`config.mk`:
```
export PLATFORM = sky130hd
export DESIGN_NAME = multi_edge_detector
export DESIGN_NICKNAME = d
export VERILOG_FILES = /design/src/rtl/multi_edge_detector.sv
export SDC_FILE = /design/constraint.sdc
export NUM_CORES = 1
export LEC_CHECK = 0
export BUFFER_PORTS_ARGS = -buffer_cell sky130_fd_sc_hd__buf_2
export CELL_PAD_IN_SITES_DETAIL_PLACEMENT = 1
export CELL_PAD_IN_SITES_GLOBAL_PLACEMENT = 1
export CORE_ASPECT_RATIO = 1.1
export CORE_UTILIZATION = 41
export DETAILED_ROUTE_END_ITERATION = 12
export PLACE_DENSITY_LB_ADDON = 0.1
export SYNTH_ARGS = -nofsm -noshare
export SYNTH_HDL_FRONTEND = slang
export SYNTH_SLANG_ARGS = --single-unit
```
`constraint.sdc`:
```
create_clock -name clk -period 3.4 [get_ports clk]
set_input_delay 0.17 -clock clk [delete_from_list [all_inputs] [get_ports clk]]
set_output_delay 0.17 -clock clk [all_outputs]
set_load 0.01 [all_outputs]
```
`src/rtl/multi_edge_detector.sv`:
```
// Multi-channel synchronise/debounce/edge detector with masked event strobes and a saturating event counter.
// Define EDGE_DET_STICKY_IRQ_EN to add sticky per-channel status flags and a registered interrupt.
module multi_edge_detector #(
   parameter int NUM_CH          = 4,
   parameter int SYNC_STAGES     = 2,
   parameter int DEBOUNCE_CYCLES = 4,
   parameter int CNT_W           = 16,
   parameter bit RESET_LEVEL     = 1'b0
) (
   input  logic                  clk,
   input  logic                  rst_n,
   input  logic [NUM_CH-1:0]     din_i,
   input  logic [2*NUM_CH-1:0]   mode_i,
   input  logic                  cnt_clr_i,
   output logic [NUM_CH-1:0]     level_o,
   output logic [NUM_CH-1:0]     rise_o,
   output logic [NUM_CH-1:0]     fall_o,
   output logic [NUM_CH-1:0]     event_o,
   output logic [CNT_W-1:0]      event_count_o,
   output logic [NUM_CH-1:0]     status_o,
   input  logic [NUM_CH-1:0]     status_clr_i,
   input  logic [NUM_CH-1:0]     irq_mask_i,
   output logic                  irq_o
);

   localparam int DB_W  = $clog2(DEBOUNCE_CYCLES + 1);
   localparam int PC_W  = $clog2(NUM_CH + 1);
   localparam int SUM_W = ((CNT_W > PC_W) ? CNT_W : PC_W) + 1;
   localparam logic [SUM_W-1:0] CNT_MAX = {{(SUM_W-CNT_W){1'b0}}, {CNT_W{1'b1}}};

   logic [NUM_CH-1:0] sync_q [SYNC_STAGES];
   logic [NUM_CH-1:0] sync_last;
   logic [DB_W-1:0]   db_cnt [NUM_CH];
   logic [NUM_CH-1:0] level_q;
   logic [NUM_CH-1:0] prev_q;
   logic [NUM_CH-1:0] rise_q;
   logic [NUM_CH-1:0] fall_q;
   logic [NUM_CH-1:0] event_q;
   logic [NUM_CH-1:0] rise_en;
   logic [NUM_CH-1:0] fall_en;
   logic [PC_W-1:0]   ev_pop;
   logic [SUM_W-1:0]  cnt_sum;
   logic [CNT_W-1:0]  count_next;
   logic [CNT_W-1:0]  count_q;

   assign sync_last = sync_q[SYNC_STAGES-1];

   // NOTE: sequential state uses non-blocking assignments so every flop samples pre-edge values.
   always_ff @(posedge clk or negedge rst_n) begin
      if (!rst_n) begin
         for (int s = 0; s < SYNC_STAGES; s++) sync_q[s] <= {NUM_CH{RESET_LEVEL}};
      end else begin
         sync_q[0] <= din_i;
         for (int s = 1; s < SYNC_STAGES; s++) sync_q[s] <= sync_q[s-1];
      end
   end

   // Level flips only after DEBOUNCE_CYCLES consecutive disagreeing samples; any agreement restarts the count.
   always_ff @(posedge clk or negedge rst_n) begin
      if (!rst_n) begin
         level_q <= {NUM_CH{RESET_LEVEL}};
         for (int i = 0; i < NUM_CH; i++) db_cnt[i] <= '0;
      end else begin
         for (int i = 0; i < NUM_CH; i++) begin
            if (sync_last[i] == level_q[i]) begin
               db_cnt[i] <= '0;
            end else if (db_cnt[i] == DB_W'(DEBOUNCE_CYCLES - 1)) begin
               db_cnt[i]  <= '0;
               level_q[i] <= ~level_q[i];
            end else begin
               db_cnt[i] <= db_cnt[i] + DB_W'(1);
            end
         end
      end
   end

   // NOTE: every always_comb output gets a default first so no latch is inferred.
   always_comb begin
      rise_en = '0;
      fall_en = '0;
      for (int i = 0; i < NUM_CH; i++) begin
         rise_en[i] = mode_i[2*i];
         fall_en[i] = mode_i[2*i+1];
      end
   end

   // prev_q shares the level reset value, so reset release never looks like a transition.
   always_ff @(posedge clk or negedge rst_n) begin
      if (!rst_n) begin
         prev_q  <= {NUM_CH{RESET_LEVEL}};
         rise_q  <= '0;
         fall_q  <= '0;
         event_q <= '0;
      end else begin
         prev_q  <= level_q;
         rise_q  <= level_q & ~prev_q;
         fall_q  <= ~level_q & prev_q;
         event_q <= (level_q & ~prev_q & rise_en) | (~level_q & prev_q & fall_en);
      end
   end

   always_comb begin
      ev_pop = '0;
      for (int i = 0; i < NUM_CH; i++) ev_pop = ev_pop + PC_W'(event_q[i]);
   end

   // A clear still loads this cycle's events so none are lost.
   always_comb begin
      cnt_sum    = (cnt_clr_i ? '0 : SUM_W'(count_q)) + SUM_W'(ev_pop);
      count_next = (cnt_sum > CNT_MAX) ? {CNT_W{1'b1}} : cnt_sum[CNT_W-1:0];
   end

   always_ff @(posedge clk or negedge rst_n) begin
      if (!rst_n) count_q <= '0;
      else        count_q <= count_next;
   end

   assign level_o       = level_q;
   assign rise_o        = rise_q;
   assign fall_o        = fall_q;
   assign event_o       = event_q;
   assign event_count_o = count_q;

`ifdef EDGE_DET_STICKY_IRQ_EN
   logic [NUM_CH-1:0] status_q;
   logic              irq_q;

   // Set beats clear when both land on the same edge.
   always_ff @(posedge clk or negedge rst_n) begin
      if (!rst_n) begin
         status_q <= '0;
         irq_q    <= 1'b0;
      end else begin
         status_q <= (status_q & ~status_clr_i) | event_q;
         irq_q    <= |(status_q & irq_mask_i);
      end
   end

   assign status_o = status_q;
   assign irq_o    = irq_q;
`else
   logic unused_sticky_inputs;

   assign unused_sticky_inputs = ^{status_clr_i, irq_mask_i};
   assign status_o             = '0;
   assign irq_o                = 1'b0;
`endif

endmodule

```
==> results_tabular.tex <==
\begin{tabular}{lr}
\hline
Metric & Value \\
\hline
\multicolumn{2}{l}{\textbf{Status}} \\
Run status & finished clean \\
\multicolumn{2}{l}{\textbf{Cells and area}} \\
Final non-filler cell area & 2829 µm² \\
Diode count & 0 \\
Fin nets & 270 \\
Leading cell types in the layout, fill and taps excluded & sky130\_fd\_sc\_hd\_\_dfrtp\_1, sky130\_fd\_sc\_hd\_\_buf\_2, sky130\_fd\_sc\_hd\_\_nor2b\_1 \\
Most common cell after layout, fill and taps aside & sky130\_fd\_sc\_hd\_\_dfrtp\_1 \\
Share of post-route cells with drive strength above 1 & 28.33\% \\
Relative area change from synthesis to final layout & 20.65\% \\
\multicolumn{2}{l}{\textbf{Clock tree}} \\
TritonCTS sink count & 56 \\
CTS tree & done \\
Number of post-CTS setup repair buffers & 0 \\
CTS resizes & 0 \\
TritonCTS Buffers & 5 \\
H-tree level count & 2 \\
Number of buffers on the longest clock path & 2 \\
Clock-pin slew on the worst setup and hold paths & 0.09 ns \\
Clock root buffer & sky130\_fd\_sc\_hd\_\_clkbuf\_8 \\
Cts hold-fix bufs & 5 \\
Later-pin clock latency in the skew report & 0.30 ns \\
\multicolumn{2}{l}{\textbf{Floorplanning}} \\
Horiz. Die Dim & 74.11 µm \\
Die Outline Area & 6026 µm² \\
Y dimension of the die & 81.32 µm \\
Starting density of the core & 43.18\% \\
Site Rows & 28 \\
Standard cell core area & 5430 µm² \\
IO Pins & 60 \\
\multicolumn{2}{l}{\textbf{Detailed routing}} \\
Final Routed Wirelength & 4587 µm \\
Total via count after detailed routing & 1547 \\
Number of DRC violations after detailed-routing iteration 0 & 75 \\
Iteration count of the initial detailed-routing pass & 3 \\
Antenna-violating nets left & 0 \\
Number of remaining DRC errors & 0 \\
Routed wirelength normalized by instance count & 14.56 µm \\
Number of vias per cell & 4.911 \\
\multicolumn{2}{l}{\textbf{Power and ir drop}} \\
Maximum ir drop on the vdd rail & 0.3725 mV \\
Power share of the combinational group & 29.0\% \\
Switch share & 31.04\% \\
Net switching power of the design & 0.6200 mW \\
Power density normalized to cell area & 706.1 nW/µm² \\
Internal power summed over all cells & 1.378 mW \\
Register share of total power & 47.7\% \\
Leakage power figure & 1.373 nW \\
Relative contribution of the clock network to total power & 23.2\% \\
\multicolumn{2}{l}{\textbf{Synthesis}} \\
Post-synthesis async set-or-reset flop share & 100.0\% \\
Number of synthesized register bits & 56 \\
Average size of a mapped cell & 12.88 µm² \\
Seq/Total Area, Yosys & 59.77\% \\
Number of enable flip-flop cells after synthesis & 0 \\
Summed instance area of the synthesized netlist & 2345 µm² \\
Ys flop type & sky130\_fd\_sc\_hd\_\_dfrtp\_1 \\
Synth unique cells & 38 \\
Post-synthesis cell count & 182 \\
Total of warnings raised by yosys & 0 \\
\multicolumn{2}{l}{\textbf{Critical path}} \\
Slowest Stage Delay on Critical Path & 0.54 ns \\
Worst Path Arrival & 3.37 ns \\
Critical path class & reg2reg \\
Worst Path Required & 3.63 ns \\
Slowest cell on the critical path & sky130\_fd\_sc\_hd\_\_fa\_1 \\
Critical path launch point type & register \\
Most frequent cell on the critical path & sky130\_fd\_sc\_hd\_\_fa\_1 \\
Critical Path End Type & register \\
Sequence of cells on the critical path & fa\_1 > inv\_1 > fa\_1 > fa\_1 > nand4b\_1 > nor3\_2 > nand2\_1 > o21ai\_1 \\
Count of buffer and inverter cells on the critical path & 1 \\
Category of cells accounting for the largest share of critical-path delay & adder cells \\
Crit-path max FO & 12 \\
\multicolumn{2}{l}{\textbf{GRT}} \\
Antenna violations before repair & 0 \\
Total routing usage reported by global routing & 17.63\% \\
Wire length of the first global-routing pass & 7817 µm \\
Number of global-route vias before repair & 1783 \\
Pin count of the biggest net entering global routing & 39 \\
Overall overflow remaining after global route & 0 \\
\multicolumn{2}{l}{\textbf{Timing}} \\
Time the worst path needs with I/O delays and setup & 3.139 ns \\
Setup violators final & 0 \\
Period Utilization, post-route & 92.32\% \\
Unrepaired setup endpoints after global routing & no \\
Number of endpoints with negative hold slack in the final report & 0 \\
Final max-slew violation count & 0 \\
Highest Clock Rate & 318.6 MHz \\
Setup total negative slack & 0 ns \\
Clock skew after layout & 0.002607 ns \\
\multicolumn{2}{l}{\textbf{Placed design}} \\
HPWL after detailed placement & 3412 µm \\
Area post-placement & 2653 µm² \\
Port Buffer Count & 46 \\
RePlAce Congestion & 0.7266 \\
\multicolumn{2}{l}{\textbf{Worst hold path}} \\
HP Class & in2reg \\
\multicolumn{2}{l}{\textbf{Run}} \\
Number of violations of the max-capacitance limit & 0 \\
\hline
\end{tabular}
state kept, by name, indices dropped and copies added (netlist names):
| register | cells |
|---|---|
| event_count_o | 16 |
| db_cnt | 12 |
| event_o | 4 |
| fall_o | 4 |
| level_o | 4 |
| prev_q | 4 |
| rise_o | 4 |
| sync_last | 4 |
| sync_q | 4 |
metal layers:
layer	global-route usage (%)	wire length, µm
met5	0	0
met3	3.970	191
met1	18.08	1796
met4	10.00	128
met2	32.45	2470
power groups by stage:
stage | logic, mW | registers (mW) | clock network, mW
2_1_floorplan | 0.319 | 1.00 | 0
3_3_place_gp | 0.545 | 0.953 | 0
3_5_place_dp | 0.592 | 0.972 | 0
4_1_cts | 0.598 | 0.959 | 0.482
5_1_grt | 0.656 | 0.978 | 0.502
6_report | 0.580 | 0.953 | 0.464
final timing paths:
| path | from | to | slack (ns) | depth (start not counted) |
|---|---|---|---|---|
| min in group asynchronous | rst_n | rise_o[2] | 0.35 | 2 |
| worst max-delay path | event_o[0] | event_count_o[4] | 0.26 | 8 |
| worst max register to register | event_o[0] | event_count_o[4] | 0.26 | 8 |
| max in group asynchronous | rst_n | fall_o[0] | 2.23 | 3 |
| worst min register to register | sync_q[7] | sync_last[3] | 0.36 | 0 |
| worst min-delay path | mode_i[5] | event_o[2] | 0.08 | 2 |
through the flow:
stage,cells,power (mW),hold WS [ns],utilization [%],setup slack [ns]
finish,315,1.998,0.08264,52.10,0.2610
global route,315,2.136,0.07503,52.10,0.05453
CTS,315,2.039,0.06621,52.10,0.2405
detailed placement,302,1.564,0.1419,48.85,0.2614
global placement,302,1.498,0.1305,48.85,0.3949
floorplan,186,1.321,-0.1256,-,0.6325
cell families (layout without fill, tap and decap cells):
kind of cell / Yosys count / in the layout / synth area share [%]
fa+ha+maj: 8 / 8 / 5.230
compound gates: 24 / 24 / 8.110
other cells: 1 / 5 / 0.1599
xor+xnor: 15 / 15 / 5.603
mux: 4 / 4 / 1.921
simple gates: 59 / 59 / 15.96
flops: 56 / 56 / 59.77
buf+inv: 15 / 69 / 3.255
cell type report:
cell class | count | area [µm²]
multi-input combinational | 115 | 882.1
sequential | 56 | 1401
clock inverter | 1 | 30.03
tap | 75 | 93.84
clock buffer | 7 | 96.34
fill | 590 | 2601
timing repair buffer | 53 | 295.3
inverter | 8 | 30.03
synth_stat cells (all sizes together) (5+ instances only):
| cell type | number | area share (%) |
|---|---|---|
| ha | 5 | 2.7 |
| nor3 | 7 | 1.7 |
| buf | 6 | 1.8 |
| nor2 | 9 | 1.4 |
| nand2 | 9 | 1.4 |
| xnor2 | 13 | 4.9 |
| nor2b | 18 | 4.8 |
| inv | 7 | 1.1 |
| o21ai | 10 | 2.3 |
| dfrtp | 56 | 60 |
Power figures use the tool's default switching activity.
